`config.mk`:
```
export PLATFORM = sky130hd
export DESIGN_NAME = branch_predictor_v2
export DESIGN_NICKNAME = d
export VERILOG_FILES = /design/src/rtl/branch_pkg.sv /design/src/rtl/branch_ras.sv /design/src/rtl/branch_predictor_v2.sv
export SDC_FILE = /design/constraint.sdc
export NUM_CORES = 2
export LEC_CHECK = 0
export ABC_CLOCK_PERIOD_IN_PS = 21000
export CAP_MARGIN = 10
export CORE_ASPECT_RATIO = 1.5
export CORE_MARGIN = 8
export CORE_UTILIZATION = 65
export DETAILED_ROUTE_END_ITERATION = 8
export HOLD_SLACK_MARGIN = 0.15
export PLACE_DENSITY = 0.89
export RECOVER_POWER = 50
export SLEW_MARGIN = 20
export SYNTH_ARGS = -nofsm -noshare
export SYNTH_HDL_FRONTEND = slang
export SYNTH_SLANG_ARGS = --single-unit
```
`constraint.sdc`:
```
create_clock -name i_clk -period 21 [get_ports i_clk]
set_clock_uncertainty 0.15 [all_clocks]
set_input_delay 4.2 -clock i_clk [delete_from_list [all_inputs] [get_ports i_clk]]
set_output_delay 4.2 -clock i_clk [all_outputs]
set_load 0.02 [all_outputs]
```
`src/rtl/branch_pkg.sv`:
```
// Shared types and constants for the fetch-stage branch predictor.
// Latency: none (declarations and pure functions only).
// Backpressure: none.
package branch_pkg;

    // Branch type encoding, shared by decode fill and execute training
    localparam logic [1:0] BR_COND = 2'd0;
    localparam logic [1:0] BR_JUMP = 2'd1;
    localparam logic [1:0] BR_CALL = 2'd2;
    localparam logic [1:0] BR_RET  = 2'd3;

    // 2-bit saturating direction counter points
    localparam logic [1:0] CTR_STRONG_NT = 2'd0;
    localparam logic [1:0] CTR_WEAK_NT   = 2'd1;
    localparam logic [1:0] CTR_WEAK_T    = 2'd2;
    localparam logic [1:0] CTR_STRONG_T  = 2'd3;

    // BTB entry control fields. Tag and target are kept in arrays next to
    // this one because their widths are set per predictor instance.
    typedef struct packed {
        logic       valid;
        logic [1:0] btype;
        logic [1:0] ctr;
    } btb_entry_t;

    // Saturating counter step; never wraps past 0 or 3
    function automatic logic [1:0] ctr_step(input logic [1:0] ctr, input logic taken);
        if (taken) begin
            return (ctr == CTR_STRONG_T) ? ctr : ctr + 2'd1;
        end
        return (ctr == CTR_STRONG_NT) ? ctr : ctr - 2'd1;
    endfunction

    // Unconditional branches are always taken; conditionals follow the counter
    function automatic logic entry_taken(input btb_entry_t e);
        return (e.btype != BR_COND) || (e.ctr >= CTR_WEAK_T);
    endfunction

endpackage

```
`src/rtl/branch_ras.sv`:
```
// Speculative return address stack with a committed shadow pointer for repair.
// Latency: push/pop/repair take effect the cycle after they are asserted; o_top is combinational.
// Backpressure: none; push on full overwrites the oldest entry, pop on empty is ignored.
module branch_ras
    import branch_pkg::*;
#(
    parameter int ADDR_WIDTH = 32,
    parameter int RAS_DEPTH  = 8
) (
    input  logic                  i_clk,
    input  logic                  i_rst,
    input  logic                  i_push,
    input  logic [ADDR_WIDTH-1:0] i_push_dat,
    input  logic                  i_pop,
    input  logic                  i_commit_push,
    input  logic                  i_commit_pop,
    input  logic                  i_repair,
    output logic [ADDR_WIDTH-1:0] o_top,
    output logic                  o_empty
);

    localparam int PTR_W = $clog2(RAS_DEPTH);
    localparam int CNT_W = PTR_W + 1;
    localparam logic [CNT_W-1:0] CNT_MAX = CNT_W'(RAS_DEPTH);

    logic [ADDR_WIDTH-1:0] r_stack [RAS_DEPTH];
    logic [PTR_W-1:0]      r_sp;
    logic [CNT_W-1:0]      r_cnt;
    logic [PTR_W-1:0]      r_csp;
    logic [CNT_W-1:0]      r_ccnt;
    logic [PTR_W-1:0]      w_csp_nxt;
    logic [CNT_W-1:0]      w_ccnt_nxt;

    // Committed pointer follows resolved calls/returns from execute
    always_comb begin
        w_csp_nxt  = r_csp;
        w_ccnt_nxt = r_ccnt;
        if (i_commit_push) begin
            w_csp_nxt  = r_csp + PTR_W'(1);
            w_ccnt_nxt = (r_ccnt == CNT_MAX) ? r_ccnt : r_ccnt + CNT_W'(1);
        end else if (i_commit_pop && (r_ccnt != '0)) begin
            w_csp_nxt  = r_csp - PTR_W'(1);
            w_ccnt_nxt = r_ccnt - CNT_W'(1);
        end
    end

    // Committed pointer state
    always_ff @(posedge i_clk) begin
        if (i_rst) begin
            r_csp  <= '0;
            r_ccnt <= '0;
        end else begin
            r_csp  <= w_csp_nxt;
            r_ccnt <= w_ccnt_nxt;
        end
    end

    // Speculative pointer: repair wins, then push, then pop
    always_ff @(posedge i_clk) begin
        if (i_rst) begin
            r_sp  <= '0;
            r_cnt <= '0;
        end else if (i_repair) begin
            r_sp  <= w_csp_nxt;
            r_cnt <= w_ccnt_nxt;
        end else if (i_push) begin
            r_sp  <= r_sp + PTR_W'(1);
            r_cnt <= (r_cnt == CNT_MAX) ? r_cnt : r_cnt + CNT_W'(1);
        end else if (i_pop && (r_cnt != '0)) begin
            r_sp  <= r_sp - PTR_W'(1);
            r_cnt <= r_cnt - CNT_W'(1);
        end
    end

    // Return address storage; a full stack simply wraps onto the oldest slot
    always_ff @(posedge i_clk) begin
        if (!i_rst && !i_repair && i_push) begin
            r_stack[r_sp] <= i_push_dat;
        end
    end

    assign o_top   = r_stack[r_sp - PTR_W'(1)];
    assign o_empty = (r_cnt == '0);

endmodule

```
`src/rtl/branch_predictor_v2.sv`:
```
// Fetch-stage predictor: direct-mapped BTB with 2-bit counters, first-taken-slot pick; optional RAS under BRANCH_RAS_EN.
// Latency: one cycle from i_if_vld to registered o_pd_*; BTB writes visible to lookups the following cycle.
// Backpressure: none; a lookup is accepted every cycle and o_pd_* hold their last value while o_pd_vld is low.
module branch_predictor_v2
    import branch_pkg::*;
#(
    parameter int ADDR_WIDTH = 32,
    parameter int SLOTS      = 2,
    parameter int BTB_DEPTH  = 32,
    parameter int TAG_WIDTH  = 24,
    parameter int RAS_DEPTH  = 8
) (
    input  logic                                       i_clk,
    input  logic                                       i_rst,
    input  logic                                       i_if_vld,
    input  logic [ADDR_WIDTH-1:0]                      i_if_pc,
    input  logic                                       i_id_vld,
    input  logic [ADDR_WIDTH-1:0]                      i_id_pc,
    input  logic [ADDR_WIDTH-1:0]                      i_id_tar,
    input  logic [1:0]                                 i_id_type,
    input  logic                                       i_ex_vld,
    input  logic [ADDR_WIDTH-1:0]                      i_ex_pc,
    input  logic [ADDR_WIDTH-1:0]                      i_ex_tar,
    input  logic [1:0]                                 i_ex_type,
    input  logic                                       i_ex_taken,
    input  logic                                       i_ex_wrong,
    output logic                                       o_pd_vld,
    output logic [ADDR_WIDTH-1:0]                      o_pd_pc,
    output logic                                       o_pd_branch,
    output logic [((SLOTS > 1) ? $clog2(SLOTS) : 1)-1:0] o_pd_slot,
    output logic                                       o_pd_known
);

    localparam int IDX_W  = $clog2(BTB_DEPTH);
    localparam int SLOT_W = (SLOTS > 1) ? $clog2(SLOTS) : 1;
    localparam logic [ADDR_WIDTH-1:0] GRP_MASK  = ADDR_WIDTH'(SLOTS * 4 - 1);
    localparam logic [ADDR_WIDTH-1:0] GRP_BYTES = ADDR_WIDTH'(SLOTS * 4);

    // BTB storage; only the valid bits are reset
    btb_entry_t            r_ent [BTB_DEPTH];
    logic [TAG_WIDTH-1:0]  r_tag [BTB_DEPTH];
    logic [ADDR_WIDTH-1:0] r_tar [BTB_DEPTH];

    // Registered prediction outputs
    logic                  r_pd_vld;
    logic [ADDR_WIDTH-1:0] r_pd_pc;
    logic                  r_pd_branch;
    logic [SLOT_W-1:0]     r_pd_slot;
    logic                  r_pd_known;

    // Lookup datapath
    logic [ADDR_WIDTH-1:0] w_base;
    int                    w_start;
    logic [ADDR_WIDTH-1:0] w_spc;
    logic [IDX_W-1:0]      w_sidx;
    logic                  w_shit;
    logic                  w_known;
    logic                  w_take;
    logic [SLOT_W-1:0]     w_take_slot;
    logic [ADDR_WIDTH-1:0] w_take_tar;
    logic [ADDR_WIDTH-1:0] w_take_pc;
    logic [1:0]            w_take_type;
    logic [ADDR_WIDTH-1:0] w_next_pc;

    // Fill / train datapath
    logic [IDX_W-1:0]      w_id_idx;
    logic [TAG_WIDTH-1:0]  w_id_tag;
    logic [IDX_W-1:0]      w_ex_idx;
    logic [TAG_WIDTH-1:0]  w_ex_tag;
    logic                  w_ex_hit;
    logic                  w_ex_we;
    logic                  w_id_we;
    logic                  w_unused;

    assign w_base  = i_if_pc & ~GRP_MASK;
    assign w_start = int'((i_if_pc >> 2) & ADDR_WIDTH'(SLOTS - 1));

    // Scan the group from the fetch slot upward; the lowest taken slot wins
    always_comb begin
        w_spc       = '0;
        w_sidx      = '0;
        w_shit      = 1'b0;
        w_known     = 1'b0;
        w_take      = 1'b0;
        w_take_slot = '0;
        w_take_tar  = '0;
        w_take_pc   = '0;
        w_take_type = BR_COND;
        for (int k = 0; k < SLOTS; k++) begin
            w_spc  = w_base + ADDR_WIDTH'(4 * k);
            w_sidx = w_spc[IDX_W+1:2];
            w_shit = (k >= w_start) && r_ent[w_sidx].valid &&
                     (r_tag[w_sidx] == w_spc[IDX_W+2 +: TAG_WIDTH]);
            if (w_shit) begin
                w_known = 1'b1;
            end
            if (w_shit && !w_take && entry_taken(r_ent[w_sidx])) begin
                w_take      = 1'b1;
                w_take_slot = SLOT_W'(k);
                w_take_tar  = r_tar[w_sidx];
                w_take_pc   = w_spc;
                w_take_type = r_ent[w_sidx].btype;
            end
        end
    end

`ifdef BRANCH_RAS_EN
    logic                  w_ras_push;
    logic                  w_ras_pop;
    logic                  w_ras_use;
    logic                  w_ras_empty;
    logic [ADDR_WIDTH-1:0] w_ras_top;

    // A lookup that coincides with a flush still predicts but leaves the stack alone
    assign w_ras_use  = w_take && (w_take_type == BR_RET) && !w_ras_empty;
    assign w_ras_pop  = i_if_vld && w_ras_use && !i_ex_wrong;
    assign w_ras_push = i_if_vld && w_take && (w_take_type == BR_CALL) && !i_ex_wrong;

    branch_ras #(
        .ADDR_WIDTH (ADDR_WIDTH),
        .RAS_DEPTH  (RAS_DEPTH)
    ) u_ras (
        .i_clk         (i_clk),
        .i_rst         (i_rst),
        .i_push        (w_ras_push),
        .i_push_dat    (w_take_pc + ADDR_WIDTH'(4)),
        .i_pop         (w_ras_pop),
        .i_commit_push (i_ex_vld && (i_ex_type == BR_CALL)),
        .i_commit_pop  (i_ex_vld && (i_ex_type == BR_RET)),
        .i_repair      (i_ex_wrong),
        .o_top         (w_ras_top),
        .o_empty       (w_ras_empty)
    );

    assign w_next_pc = !w_take   ? (w_base + GRP_BYTES) :
                       w_ras_use ? w_ras_top : w_take_tar;
`else
    // Without a return stack, returns predict through their BTB target like jumps
    assign w_next_pc = w_take ? w_take_tar : (w_base + GRP_BYTES);
`endif

    assign w_id_idx = i_id_pc[IDX_W+1:2];
    assign w_id_tag = i_id_pc[IDX_W+2 +: TAG_WIDTH];
    assign w_ex_idx = i_ex_pc[IDX_W+1:2];
    assign w_ex_tag = i_ex_pc[IDX_W+2 +: TAG_WIDTH];
    assign w_ex_hit = r_ent[w_ex_idx].valid && (r_tag[w_ex_idx] == w_ex_tag);

    // Execute only writes on a hit or a taken miss; when it writes the same
    // index as decode, the resolved information is kept.
    assign w_ex_we = i_ex_vld && (w_ex_hit || i_ex_taken);
    assign w_id_we = i_id_vld && !(w_ex_we && (w_id_idx == w_ex_idx));

    // BTB update: decode fill and execute train/allocate
    always_ff @(posedge i_clk) begin
        if (i_rst) begin
            for (int i = 0; i < BTB_DEPTH; i++) begin
                r_ent[i].valid <= 1'b0;
            end
        end else begin
            if (w_id_we) begin
                r_ent[w_id_idx] <= '{valid: 1'b1, btype: i_id_type,
                                     ctr: (i_id_tar < i_id_pc) ? CTR_WEAK_T : CTR_WEAK_NT};
                r_tag[w_id_idx] <= w_id_tag;
                r_tar[w_id_idx] <= i_id_tar;
            end
            if (w_ex_we) begin
                if (w_ex_hit) begin
                    r_ent[w_ex_idx].ctr <= ctr_step(r_ent[w_ex_idx].ctr, i_ex_taken);
                    r_tar[w_ex_idx]     <= i_ex_tar;
                end else begin
                    r_ent[w_ex_idx] <= '{valid: 1'b1, btype: i_ex_type, ctr: CTR_WEAK_T};
                    r_tag[w_ex_idx] <= w_ex_tag;
                    r_tar[w_ex_idx] <= i_ex_tar;
                end
            end
        end
    end

    // Prediction register; payload only moves when a lookup was issued
    always_ff @(posedge i_clk) begin
        if (i_rst) begin
            r_pd_vld    <= 1'b0;
            r_pd_pc     <= '0;
            r_pd_branch <= 1'b0;
            r_pd_slot   <= '0;
            r_pd_known  <= 1'b0;
        end else begin
            r_pd_vld <= i_if_vld;
            if (i_if_vld) begin
                r_pd_pc     <= w_next_pc;
                r_pd_branch <= w_take;
                r_pd_slot   <= w_take_slot;
                r_pd_known  <= w_known;
            end
        end
    end

    assign o_pd_vld    = r_pd_vld;
    assign o_pd_pc     = r_pd_pc;
    assign o_pd_branch = r_pd_branch;
    assign o_pd_slot   = r_pd_slot;
    assign o_pd_known  = r_pd_known;

    // Byte-offset and upper address bits are not part of index or tag
    assign w_unused = ^{i_if_pc, i_id_pc, i_ex_pc, i_ex_wrong, w_take_pc};

endmodule
```
* After elaboration in Yosys (flattened, before gate mapping)
Memories as Yosys holds them, arrays and structs flattened.
Cells that the tools add are included.
** Cells by class
- $add $sub $neg :: 4
- $lt $le $gt $ge :: 5
- Eq/ne operators :: 5
- Muxes and demuxes :: 41
- Bitwise operators :: 2
- Reduce and logical (&&, ||, !) cells :: 21
** Operators by type and width (count)
- 32-bit two-way mux :: 4
- 24-bit equality test :: 3
- 32-bit by 4-bit adder with 32-bit output, second input constant :: 1
- 32-bit less-than comparator :: 1
- 31-bit by 3-bit adder with 31-bit output, second input constant :: 1
- 1-bit two-way mux :: 22
- 2-bit two-way mux :: 10
- 5-bit two-way mux :: 4
- 1-bit logical AND :: 11
- 5-bit OR reduction :: 2
- 5-bit equality test :: 1
- 2-bit greater-or-equal comparator, second input constant :: 2
- 2-bit nonzero test :: 2
- 1-bit logical OR :: 3
- 3-bit two-way mux :: 1
- 2-bit by 1-bit adder with 2-bit output, second input constant :: 1
- 2-bit equality test, second input constant :: 1
- 1-bit greater-or-equal comparator, first input constant :: 2
- 1-bit zero test :: 2
- 2-bit zero test :: 1
- 1-bit OR :: 2
- 2-bit by 1-bit subtractor with 2-bit output, second input constant :: 1
** Storage, ports and cells
- Bits in registers :: 36
- Memory bits (writable) :: 1952
- Input bits :: 171
- Output and inout port bits :: 36
- Word-level logic and storage cells :: 86
- Memories kept :: 3
** Memory list
- r_tar :: depth 32, width 32, rd ports 2, clocked after Yosys merged registers in 0, wr ports 2, line branch_predictor_v2.sv:42 : logic [ADDR_WIDTH-1:0] r_tar [BTB_DEPTH];
- r_tag :: depth 32, width 24, rd ports 3, clocked after Yosys merged registers in 0, wr ports 2, line branch_predictor_v2.sv:41 : logic [TAG_WIDTH-1:0] r_tag [BTB_DEPTH];
- r_ent :: depth 32, width 5, rd ports 3, clocked after Yosys merged registers in 0, wr ports 32, line branch_predictor_v2.sv:40 : btb_entry_t r_ent [BTB_DEPTH];

* Longest topological paths before layout
An unclocked memory read counts as a cell.
- Word-level depth :: 13
- Gate-level depth with buffers :: 18

* Least setup slack after synthesis
OpenSTA, ideal clock, no wires.
- Path kind :: input to register
- From :: input i_ex_pc[3]
- To :: memory r_ent[7][0] (netlist bit) (enable)
- Library setup time :: 0.472 ns
- Data arrival time :: 9.566 ns
- Setup slack :: 10.812 ns
- Stages :: 18
- Buffers on the path :: 9
- Path through :: buf_2 buf_4 buf_4 buf_4 buf_4 buf_2 mux4_2 a22oi_1 nand4_1 xor2_1 nor2_1 nand3_1 o41a_4 buf_2 o21ai_0 buf_2 buf_2 o21ai_0
** RTL lines
- from (decl) :: line branch_predictor_v2.sv:22 : input logic [ADDR_WIDTH-1:0] i_ex_pc,
- to (decl) :: line branch_predictor_v2.sv:40

==> impl_results.md <==
- Status: finished with violations
- Violated checks: capacitance limit, slew limit
- Leak: 41.8 nW
- Reg2reg path depth: 12
- Critical Path AT: 17.03 ns
- Yosys warning count: 0
- Crit start category: input port
- Number of enable flip-flop cells after synthesis: 1920
- Post-CTS setup buffers: 0
- Mean Syn Cell Area: 15.6 µm²
- Die height: 523 µm
- Cts hold-fix bufs: 0
- DRT Pass-1 Iters: 9
- Worst hold path class: reg2reg
- Comb pwr share: 11.0%
- Post-Synthesis Cells: 7131
- Clock-pin slew on the worst setup and hold paths: 0.07 ns
- Clock period minus worst slack: 16.68 ns
- Hold wc startpoint: r_ent[13][4]$_SDFFE_PP1P_
- PortBufs: 200
- Flop2flop setup slack: 13.43 ns
- Clk sink count: 1988
- NumNets Final: 7127
- Max Cap Viol: 35
- Share of cells above drive strength 1: 39.8%
- Switching fraction of total power: 24.7%
- Seq pwr share: 50.3%
- Syn Nets: 7334
- Core Area: 171000 µm²
- Starting Density: 65.2%
- Root buf cell: clkbuf_16
- Drt wl/cell: 43.0 µm
- Sequential area share after synthesis: 53.1%
- Final WL: 402000 µm
- Int Power: 6.61 mW
- First-iteration detailed-routing DRC count: 13800
- Final Util: 70.3%
- Clk_lat worst skew: 0.88 ns
- Power Density: 73.2 nW/µm²
- Post-place setup slack: 9.18 ns
- Pin count of the biggest net entering global routing: 141
- Post-layout instance area: 120000 µm²
- GRT overflow: 0
- Die area: 185000 µm²
- Commonest cells after routing, fill and taps aside: 1920 x edfxtp_1, 1299 x mux2_2, 530 x mux2i_1
- Final Total Pwr: 8.77 mW
- Worst-Margin Slew: 4.12 ns
- Yosys reg bits: 1988
- R2R Path Start: r_tag[15][7]$_DFFE_PP_
- Hold Path Depth: 2
- Placed Area: 115000 µm²
- Final HPWL from detailed placement: 237000 µm
- Slew headroom: -174%
- H-tree depth: 4
- Initial antenna violation count: 32
- Max Fclk: 0.0600 GHz
- Peak VDD IR: 0.0985 mV
- P&R area growth vs syn: 7.82%
- Final TNS setup: 0 ns
- Switch Pwr: 2.16 mW
- Vias in the first global route: 76300
- Clk pwr share: 38.7%
- R2r endpoint: r_tag[18][21]$_DFFE_PP_
- Ys flop type: edfxtp_1
- Commonest non-fill, non-tap cell in the layout: edfxtp_1
- Crit path kind: in2reg
- RSZ-0062 raised after global routing: no
- Share of flip-flops with an asynchronous set or reset: 0%
- Longest Clk Path Bufs: 3
- Max FO, Critical Path: 84
- Hold Path Sink: r_ent[13][4]$_SDFFE_PP1P_
- Setup crit end kind: flip-flop
- Tot GR Track Use: 42.1%
- Final non-filler cell total: 9351
- First-pass GRT wire length: 555000 µm
- Rows: 186
- Crit path required time: 21.36 ns
- Slew Limit Fails: 913
- Unique masters post-synth: 80
- Hold_ws: 0.368 ns
- Final ANT Viol Nets: 0
- Setup-failing EPs final: 0
- Die span in x: 354 µm
- Post-CTS Resized: 0
- Routability congestion estimate: 1.05
- Detailed-route via count: 76600
- CTS tree: built
- Drt via density: 8.19
- Fin crit share: 79.4%
- Setup slack after layout: 4.32 ns
- Ports: 207
- Cts bufs inserted: 182
- Drt drc: 0
- Final Hold Viols: 0
- Mapped cell area: 111000 µm²
- Dpl cells: 8994
-- routing by layer --
metal / part of all wire (%) / track usage (%)
met5: 0.063 / 0.552
met1: 30 / 47.8
met3: 16 / 16.2
met2: 43 / 62.0
met4: 11 / 36.8
-- worst max path at each step --
stage	start	endpoint	slack (ns)
after detailed placement	i_ex_pc[2]	r_tar[17][8]$_DFFE_PP_	9.18
after global routing	i_ex_pc[3]	r_tag[17][7]$_DFFE_PP_	4.81
after global placement	i_ex_pc[2]	r_tar[17][3]$_DFFE_PP_	9.18
after floorplan	i_ex_pc[3]	r_ent[7][0]$_DFFE_PP_	10.81
after CTS	i_ex_pc[3]	r_tar[17][4]$_DFFE_PP_	10.08
final	i_ex_pc[3]	r_tag[18][21]$_DFFE_PP_	4.32
-- cells in the mapped netlist (68+ instances only) --
library cell / n / share of area (%)
buf_1: 70 / 0.24
buf_2: 152 / 0.68
clkbuf_1: 593 / 2.0
dfxtp_1: 68 / 1.2
edfxtp_1: 1920 / 52
mux2_2: 1313 / 13
mux2_4: 464 / 6.3
mux2i_1: 531 / 4.8
mux4_2: 527 / 11
nand2_1: 127 / 0.43
nor4_1: 79 / 0.44
o21ai_0: 74 / 0.33
o22ai_1: 257 / 1.4
-- state kept, by name, indices dropped and copies added, names as in the netlist --
name         cells
r_tar         1024
r_tag          768
r_ent          160
o_pd_pc         32
o_pd_branch      1
o_pd_known       1
o_pd_slot        1
o_pd_vld         1
-- cell families (layout without fill, tap and decap cells) --
kind of cell,Yosys count,after routing,synth area share (%)
adders and majority gates,34,34,0.378
xor gates and xnor gates,91,91,0.717
muxes,2844,2844,35.1
and+or+nand+nor,586,586,3.00
buffers and inverters,947,889,3.76
DFF,1988,1988,53.1
AOI/OAI and AO/OA,641,641,3.95
other,0,22,0
-- critical path, cell delays in order --
cell,delay (ns)
buf_8,0.60
clkbuf_1,2.23
clkbuf_1,2.84
mux2i_1,0.49
o22ai_1,0.17
nor4_1,0.43
a21oi_1,0.36
nor4_1,0.69
and4_1,0.33
nand4_1,0.10
buf_4,0.30
nand4_1,0.15
clkbuf_1,2.50
o21ai_4,0.63
buf_4,0.57
-- layout make-up --
| type | instances | area [µm²] |
|---|---|---|
| Fill cell | 10500 | 50700 |
| Inverter | 69 | 267 |
| Clock buffer | 230 | 4860 |
| Tap cell | 2256 | 2820 |
| Clock inverter | 103 | 1020 |
| Multi-Input combinational cell | 4196 | 47900 |
| Sequential cell | 1988 | 59000 |
| Antenna cell | 22 | 55.1 |
| Timing Repair Buffer | 487 | 3910 |
-- power by group through the flow --
stage | registers [mW] | clock network, mW | logic [mW]
floorplan | 4.49 | 0 | 0.615
global placement | 4.49 | 0 | 0.893
detailed placement | 4.49 | 0 | 0.924
CTS | 4.41 | 3.37 | 0.937
global route | 4.41 | 3.51 | 0.977
finish | 4.41 | 3.40 | 0.964
(Power assumes the default switching activity.)
